$ cat src/rtl/milley_sequence_transmitter.sv
// Framed 2-bit symbol transmitter: preamble + SYMBOLS data symbols per frame,
// repeated repeat_count+1 times with GAP_CYCLES idle cycles between frames.
module milley_sequence_transmitter #(
  parameter int          SYMBOLS      = 4,
  parameter int          GAP_CYCLES   = 2,
  parameter logic [1:0]  PREAMBLE_SYM = 2'b11
) (
  input  logic                   clk,
  input  logic                   reset,
  input  logic                   start,
  input  logic [2*SYMBOLS-1:0]   data_in,
  input  logic [3:0]             repeat_count,
  input  logic                   ready,
  output logic [1:0]             a,
  output logic                   a_valid,
  output logic                   busy,
  output logic                   done
);

  localparam int W     = 2 * SYMBOLS;
  localparam int IDX_W = (SYMBOLS > 2) ? $clog2(SYMBOLS) : 1;
  localparam logic [IDX_W-1:0] IDX_LAST = IDX_W'(SYMBOLS - 1);
  localparam logic [3:0]       GAP_LAST = (GAP_CYCLES > 0) ? 4'(GAP_CYCLES - 1) : 4'd0;

  typedef enum logic [1:0] {
    IDLE     = 2'd0,
    PREAMBLE = 2'd1,
    DATA     = 2'd2,
    GAP      = 2'd3
  } state_t;

  state_t           state_q;
  logic [W-1:0]     payload_q;
  logic [W-1:0]     shreg_q;
  logic [W-1:0]     shreg_d;
  logic [3:0]       frame_q;
  logic [IDX_W-1:0] idx_q;
  logic [3:0]       gap_q;
  logic [1:0]       a_q;
  logic             a_valid_q;
  logic             busy_q;
  logic             done_q;
  logic             accept;

  assign accept  = a_valid_q & ready;
  assign shreg_d = shreg_q << 2;

  assign a       = a_q;
  assign a_valid = a_valid_q;
  assign busy    = busy_q;
  assign done    = done_q;

  always_ff @(posedge clk or negedge reset) begin
    if (!reset) begin
      state_q   <= IDLE;
      payload_q <= '0;
      shreg_q   <= '0;
      frame_q   <= 4'd0;
      idx_q     <= '0;
      gap_q     <= 4'd0;
      a_q       <= 2'b00;
      a_valid_q <= 1'b0;
      busy_q    <= 1'b0;
      done_q    <= 1'b0;
    end else begin
      done_q <= 1'b0;
      unique case (state_q)
        IDLE: begin
          if (start) begin
            payload_q <= data_in;
            shreg_q   <= data_in;
            frame_q   <= repeat_count;
            idx_q     <= '0;
            state_q   <= PREAMBLE;
            a_q       <= PREAMBLE_SYM;
            a_valid_q <= 1'b1;
            busy_q    <= 1'b1;
          end
        end
        PREAMBLE: begin
          if (accept) begin
            state_q <= DATA;
            idx_q   <= '0;
            a_q     <= shreg_q[W-1 -: 2];
          end
        end
        DATA: begin
          if (accept) begin
            if (idx_q == IDX_LAST) begin
              if (frame_q == 4'd0) begin
                state_q   <= IDLE;
                a_q       <= 2'b00;
                a_valid_q <= 1'b0;
                busy_q    <= 1'b0;
                done_q    <= 1'b1;
              end else begin
                frame_q <= frame_q - 4'd1;
                // With no gap the next preamble follows the last symbol directly.
                if (GAP_CYCLES == 0) begin
                  state_q <= PREAMBLE;
                  shreg_q <= payload_q;
                  a_q     <= PREAMBLE_SYM;
                end else begin
                  state_q   <= GAP;
                  gap_q     <= 4'd0;
                  a_q       <= 2'b00;
                  a_valid_q <= 1'b0;
                end
              end
            end else begin
              shreg_q <= shreg_d;
              a_q     <= shreg_d[W-1 -: 2];
              idx_q   <= idx_q + IDX_W'(1);
            end
          end
        end
        GAP: begin
          if (gap_q == GAP_LAST) begin
            state_q   <= PREAMBLE;
            shreg_q   <= payload_q;
            a_q       <= PREAMBLE_SYM;
            a_valid_q <= 1'b1;
          end else begin
            gap_q <= gap_q + 4'd1;
          end
        end
        default: state_q <= IDLE;
      endcase
    end
  end

endmodule

$ cat config.mk
export PLATFORM = sky130hd
export DESIGN_NAME = milley_sequence_transmitter
export DESIGN_NICKNAME = d
export VERILOG_FILES = /design/src/rtl/milley_sequence_transmitter.sv
export SDC_FILE = /design/constraint.sdc
export NUM_CORES = 1
export LEC_CHECK = 0
export ABC_AREA = 1
export CAP_MARGIN = 20
export CORE_ASPECT_RATIO = 1.2
export CORE_MARGIN = 2
export CORE_UTILIZATION = 35
export DETAILED_ROUTE_END_ITERATION = 7
export GPL_TIMING_DRIVEN = 0
export PLACE_DENSITY = 0.62
export SLEW_MARGIN = 10
export SYNTH_ARGS = -nofsm -noshare
export SYNTH_HDL_FRONTEND = slang
export SYNTH_SLANG_ARGS = --single-unit
export TNS_END_PERCENT = 20
$ cat constraint.sdc
create_clock -name clk -period 2.5 [get_ports clk]
set_clock_uncertainty 0.1 [all_clocks]
set_input_delay 0.5 -clock clk [delete_from_list [all_inputs] [get_ports clk]]
set_output_delay 0.5 -clock clk [all_outputs]
set_load 0.02 [all_outputs]
Word-level counts from Yosys, hierarchy flattened:

Index checks and enable logic that the tools add are counted.

* flip-flop bits (word level): 33
* output and inout bits: 5
* logic and storage cells: 89
* input port bits: 16

* add/subtract/negate cells: 3
* equality and inequality tests: 14
* mux-type cells: 46
* bitwise logic cells: 1
* reduce and logical (&&, ||, !) cells: 15

Operator list (number)
* AND reduction 5 bit: 7
* two-way mux 4 bit: 8
* two-way mux 8 bit: 4
* two-way mux 2 bit: 15
* one-hot mux 8 bit (3 select lines): 1
* inequality test 2 bit, second input constant: 9
* one-hot mux 2 bit (4 select lines): 2
* one-hot mux 4 bit (2 select lines): 2
* two-way mux 1 bit: 11
* == test 2 bit, second input constant: 3
* one-hot mux 2 bit (3 select lines): 1
* nonzero test 3 bit: 2
* adder 4 x 1 -> 4 bit, second input constant: 1
* == test 4 x 1 -> 1 bit, second input constant: 1
* logical NOT 4 bit: 1
* AND reduction 4 bit: 1
* nonzero test 2 bit: 2
* subtractor 4 x 1 -> 4 bit, second input constant: 1
* one-hot mux 1 bit (3 select lines): 1
* adder 2 x 1 -> 2 bit, second input constant: 1
* == test 2 x 1 -> 1 bit, second input constant: 1
* logical NOT 2 bit: 1
* one-hot mux 1 bit (2 select lines): 1
* AND reduction 2 bit: 1
* AND 1 bit: 1

Logic depth before layout (Yosys ltp):

* depth in word-level cells: 5
* depth in mapped cells: 9
* mapped depth without buffers: 9

Least setup slack after synthesis:

No wires, ideal clock.

* path type: flip-flop to flip-flop
* start point: register state_q[0]
* end point: register gap_q[2]
* arrival: 1.338 ns
* setup time: 0.116 ns
* cell stages (with the launch flop): 10
* path buffers: 1
* slack: 0.946 ns
* required time: 2.284 ns
* period minus slack after synthesis: 1.554 ns
* path through: dfrtp_1 inv_1 ha_1 buf_4 nand2_2 nand2_1 nor2_1 nand3_1 nand2_1 nand2_1

* longest elaborated chain between the ends: 3
* elaborated cells between the ends (all ways): 9
* those cells by class: 6 x eq/ne; 1 x mux; 2 x reduce/logical

Ends and longest elaborated chain
* start, declared: line 32 `state_t state_q;`
* start signal, assigned: line 55 `state_q <= IDLE;`
* start signal, assigned: line 74 `state_q <= PREAMBLE;`
* start signal, assigned: line 82 `state_q <= DATA;`
* == test 2 bit: line 67 `unique case (state_q)`
* inequality test 2 bit (no source line) or nonzero test 2 bit (tied branches)
* AND reduction 5 bit (no source line)
* end signal, assigned: line 124 `gap_q <= gap_q + 4'd1;`
* end, declared: line 38 `logic [3:0] gap_q;`

Several ways; a longest one is shown, not always the timed one.
A chain may end at the register's enable or synchronous reset.

Worst setup path after layout:

* start point: register a_valid_q (netlist: a_valid)
* end point: output a_valid

RTL lines
* start, declared: line 40 `logic a_valid_q;`
* start signal, assigned: line 62 `a_valid_q <= 1'b0;`
* start signal, assigned: line 76 `a_valid_q <= 1'b1;`
* start signal, assigned: line 93 `a_valid_q <= 1'b0;`
* end, declared: line 15 `output logic a_valid,`

No word-level cell between the ends.

==> results by group <==
Clocking
  – Clock transition at path regs: roughly 0.070 ns
  – CTS tree: yes
  – Post-cts gate resize count: 0
  – Num CTS Buffers: 5
  – Clock tree buffer depth: 2
  – Clock sinks: 33
  – # Post-CTS Setup Buffers: 0
  – CTS H-Tree Depth: 2
  – Clock latency at the later pin of the worst-skew pair: 0.28 ns
  – Hold buffer count at cts: 0
  – Root buffer cell: clkbuf_8

Layout
  – Final nets: 295
  – N_diodes: 0
  – Fraction of layout cells with a size suffix above 1: 12.2%
  – Fin util: 43.0%
  – Fillers: ~540
  – Area growth syn-to-layout: 19.8%

Logic synthesis
  – Seq/Total Area, Yosys: 43.8%
  – Mapped Area: between 1500 and 2000 µm²
  – Avg Cell Area, Syn: 7.80 µm²
  – Synthesized Nets: roughly 270
  – Synthesized flop and latch total: 33
  – Yosys cell types: 22
  – Post-Syn Instances: approximately 240
  – Yosys warns: 0

STA
  – Final Setup Violations: 0
  – Endpoints failing hold: 0
  – Max Slew Vio Count: 0
  – Min Tclk post-route: 1.89 ns
  – Max Freq: 530 MHz
  – RSZ-0062 raised after global routing: false
  – Setup TNS: 0 ns
  – Final period util: 75.5%
  – Measured slew at the worst slew-check pin: approximately 0.75 ns
  – Slew headroom: 50.1%

Worst hold path
  – Worst min-delay path class: input pin to asynchronous set/reset pin

Route
  – Vias/cell: 4.79
  – DR WL/cell: roughly 12 µm
  – Max layer used: met4
  – Via count: 1589
  – Router iterations before antenna repair: 4
  – Initial DRC count: 61
  – Post-Route WL: 3870 µm
  – Met1 WL: 1830 µm
  – Post-route ant nets: 0
  – Drc violations: 0
  – Met3 wire len: 137 µm
  – Metal2 WL: 1770 µm

Power and ir drop
  – Peak supply drop: about 0.47 mV
  – Cell Pwr Density: 1120 nW/µm²
  – Leakage: 1.15 nW

Global route
  – Total GRT Usage: between 10% and 20%
  – First-pass GRT wire length: 6640 µm
  – Largest net degree at the start of global routing: 34
  – Vias in the first global route: 1511
  – Global route overflow: 0
  – Antenna violations before repair: 0

Critical path
  – R2R setup slack: 0.64 ns
  – FF-to-FF End: gap_q[1]
  – CP Buf/Inv Count: 1
  – CP Data Required Time: 1.90 ns
  – CP max-delay cell: clkdlybuf4s50_1
  – Delay-heaviest family, CP: buffers and inverters
  – Number of stages on the worst setup path: 1
  – Worst Path Max Fanout: 4
  – CP Cell Sequence: clkdlybuf4s50_1
  – Largest stage delay, worst path: 0.62 ns
  – CP Launch Type: register
  – Setup crit end kind: output port
  – CP Class: register to output port
  – Worst R2R Start: state_q[0]
  – Crit path capture: a_valid
  – Worst r2r path cells: 9
  – Worst setup startpoint: a_valid
  – Worst Path Arrival: 1.29 ns

Placement
  – RePlAce Congestion: 0.881
  – DPL Wire Length: 2890 µm
  – I/O Buffers: 20

Floorplan
  – Die area: 6000 µm²
  – Initial Util: a little over a third
  – Die X-Extent: 71.0 µm
  – Total core area: between 5000 and 6000 µm²
  – Row count: 29
  – Boundary Pins: 21
  – Die Ht: 84.4 µm

Run status
  – Status: finished, final reports clean

Run
  – Max_cap viols: 0
[cells in the mapped netlist]
master | count | area, µm²
nand2_1 | 82 | 308
dfrtp_1 | 33 | 826
inv_1 | 29 | 109
o21ai_0 | 23 | 115
nor2_1 | 14 | 52.6
nand3_1 | 13 | 65.1
ha_1 | 10 | 125
o211ai_1 | 6 | 45.0
a21oi_1 | 5 | 25.0
mux2_2 | 5 | 56.3
nand2_2 | 4 | 25.0
buf_2 | 3 | 15.0
o21ai_2 | 3 | 26.3
nand4_1 | 2 | 12.5
nor2_2 | 2 | 12.5
nor2_4 | 2 | 22.5
buf_4 | 1 | 7.51
buf_6 | 1 | 11.3
inv_2 | 1 | 3.75
nand3_2 | 1 | 10.0
o31ai_1 | 1 | 7.51
or2_2 | 1 | 6.26
[layout by cell type, fill, tap and decap left out]
master and n:
ha_1 10, clkdlybuf4s50_1 19, o21ai_0 23, o31ai_1 1
dfrtp_1 33, inv_2 1, mux2_2 5, o21ai_2 3
nand4_1 2, or2_2 1, nand3_1 13, clkinv_2 1
nor2_4 2, o211ai_1 6, nand3_2 1, inv_1 29
nand2_2 4, clkbuf_8 7, nor2_1 14, buf_2 4
buf_4 1, buf_6 1, a21oi_1 5, nor2_2 2
nand2_1 82
[per-stage QoR]
stage | hold slack [ns] | worst slack (ns) | instance area, µm² | power (mW) | cells
final | 0.177 | 0.612 | 2260 | 2.53 | 332
after floorplan | 0.104 | 0.946 | 1890 | 1.78 | 242
after detailed placement | 0.372 | 0.558 | 2160 | 2.10 | 324
after CTS | 0.204 | 0.585 | 2260 | 2.56 | 332
after global routing | 0.238 | 0.530 | 2260 | 2.77 | 332
after global placement | 0.366 | 0.0874 | 2160 | 2.07 | 324
[metal layers]
layer | track usage, % | vias to the layer above
li1 | - | 825
met2 | 23.4 | 25
met4 | 7.55 | 0
met1 | 16.8 | 729
met3 | 3.96 | 10
met5 | 0 | -
[worst min-delay path by stage]
stage	from	endpoint	slack, ns	cells after the start
2_1_floorplan	reset	a[0]	0.10	0
3_3_place_gp	a[0]	a[0]	0.37	2
3_5_place_dp	a[0]	a[0]	0.37	2
4_1_cts	reset	frame_q[1]	0.20	1
5_1_grt	reset	payload_q[5]	0.24	1
6_report	reset	frame_q[1]	0.18	1
[sequential cells by signal (all words and copies together) (netlist names)]
register   cells
a              2
done           1
idx_q          2
a_valid        1
busy           1
shreg_q        8
gap_q          4
payload_q      8
state_q        2
frame_q        4
[area by class of cell]
type	count	area [µm²]	share of cell area, %
Timing Repair Buffer	20	195	8.63
Multi-Input combinational cell	174	915	40.5
Clock buffer	7	96.3	4.26
Sequential cell	33	826	36.5
Tap cell	62	77.6	3.43
Inverter	30	113	4.98
Clock inverter	1	5.00	0.221
Buffer	5	33.8	1.49
[power by group]
group | leakage [nW] | switching (mW) | total [mW] | internal (mW)
clock | 0.0542 | 0.196 | 0.445 | 0.249
combinational | 0.691 | 0.741 | 1.21 | 0.467
sequential | 0.409 | 0.120 | 0.880 | 0.760
[cell families (layout without fill, tap and decap cells)]
logic type,count (synthesis),in the layout,share of synthesized area (%)
adders and majority gates,10,10,6.63
DFF,33,33,43.8
buffers and inverters,35,63,7.76
AOI/OAI and AO/OA,38,38,11.6
muxes,5,5,2.98
and+or+nand+nor,121,121,27.3
No activity file was read; power rests on OpenSTA's default activity.
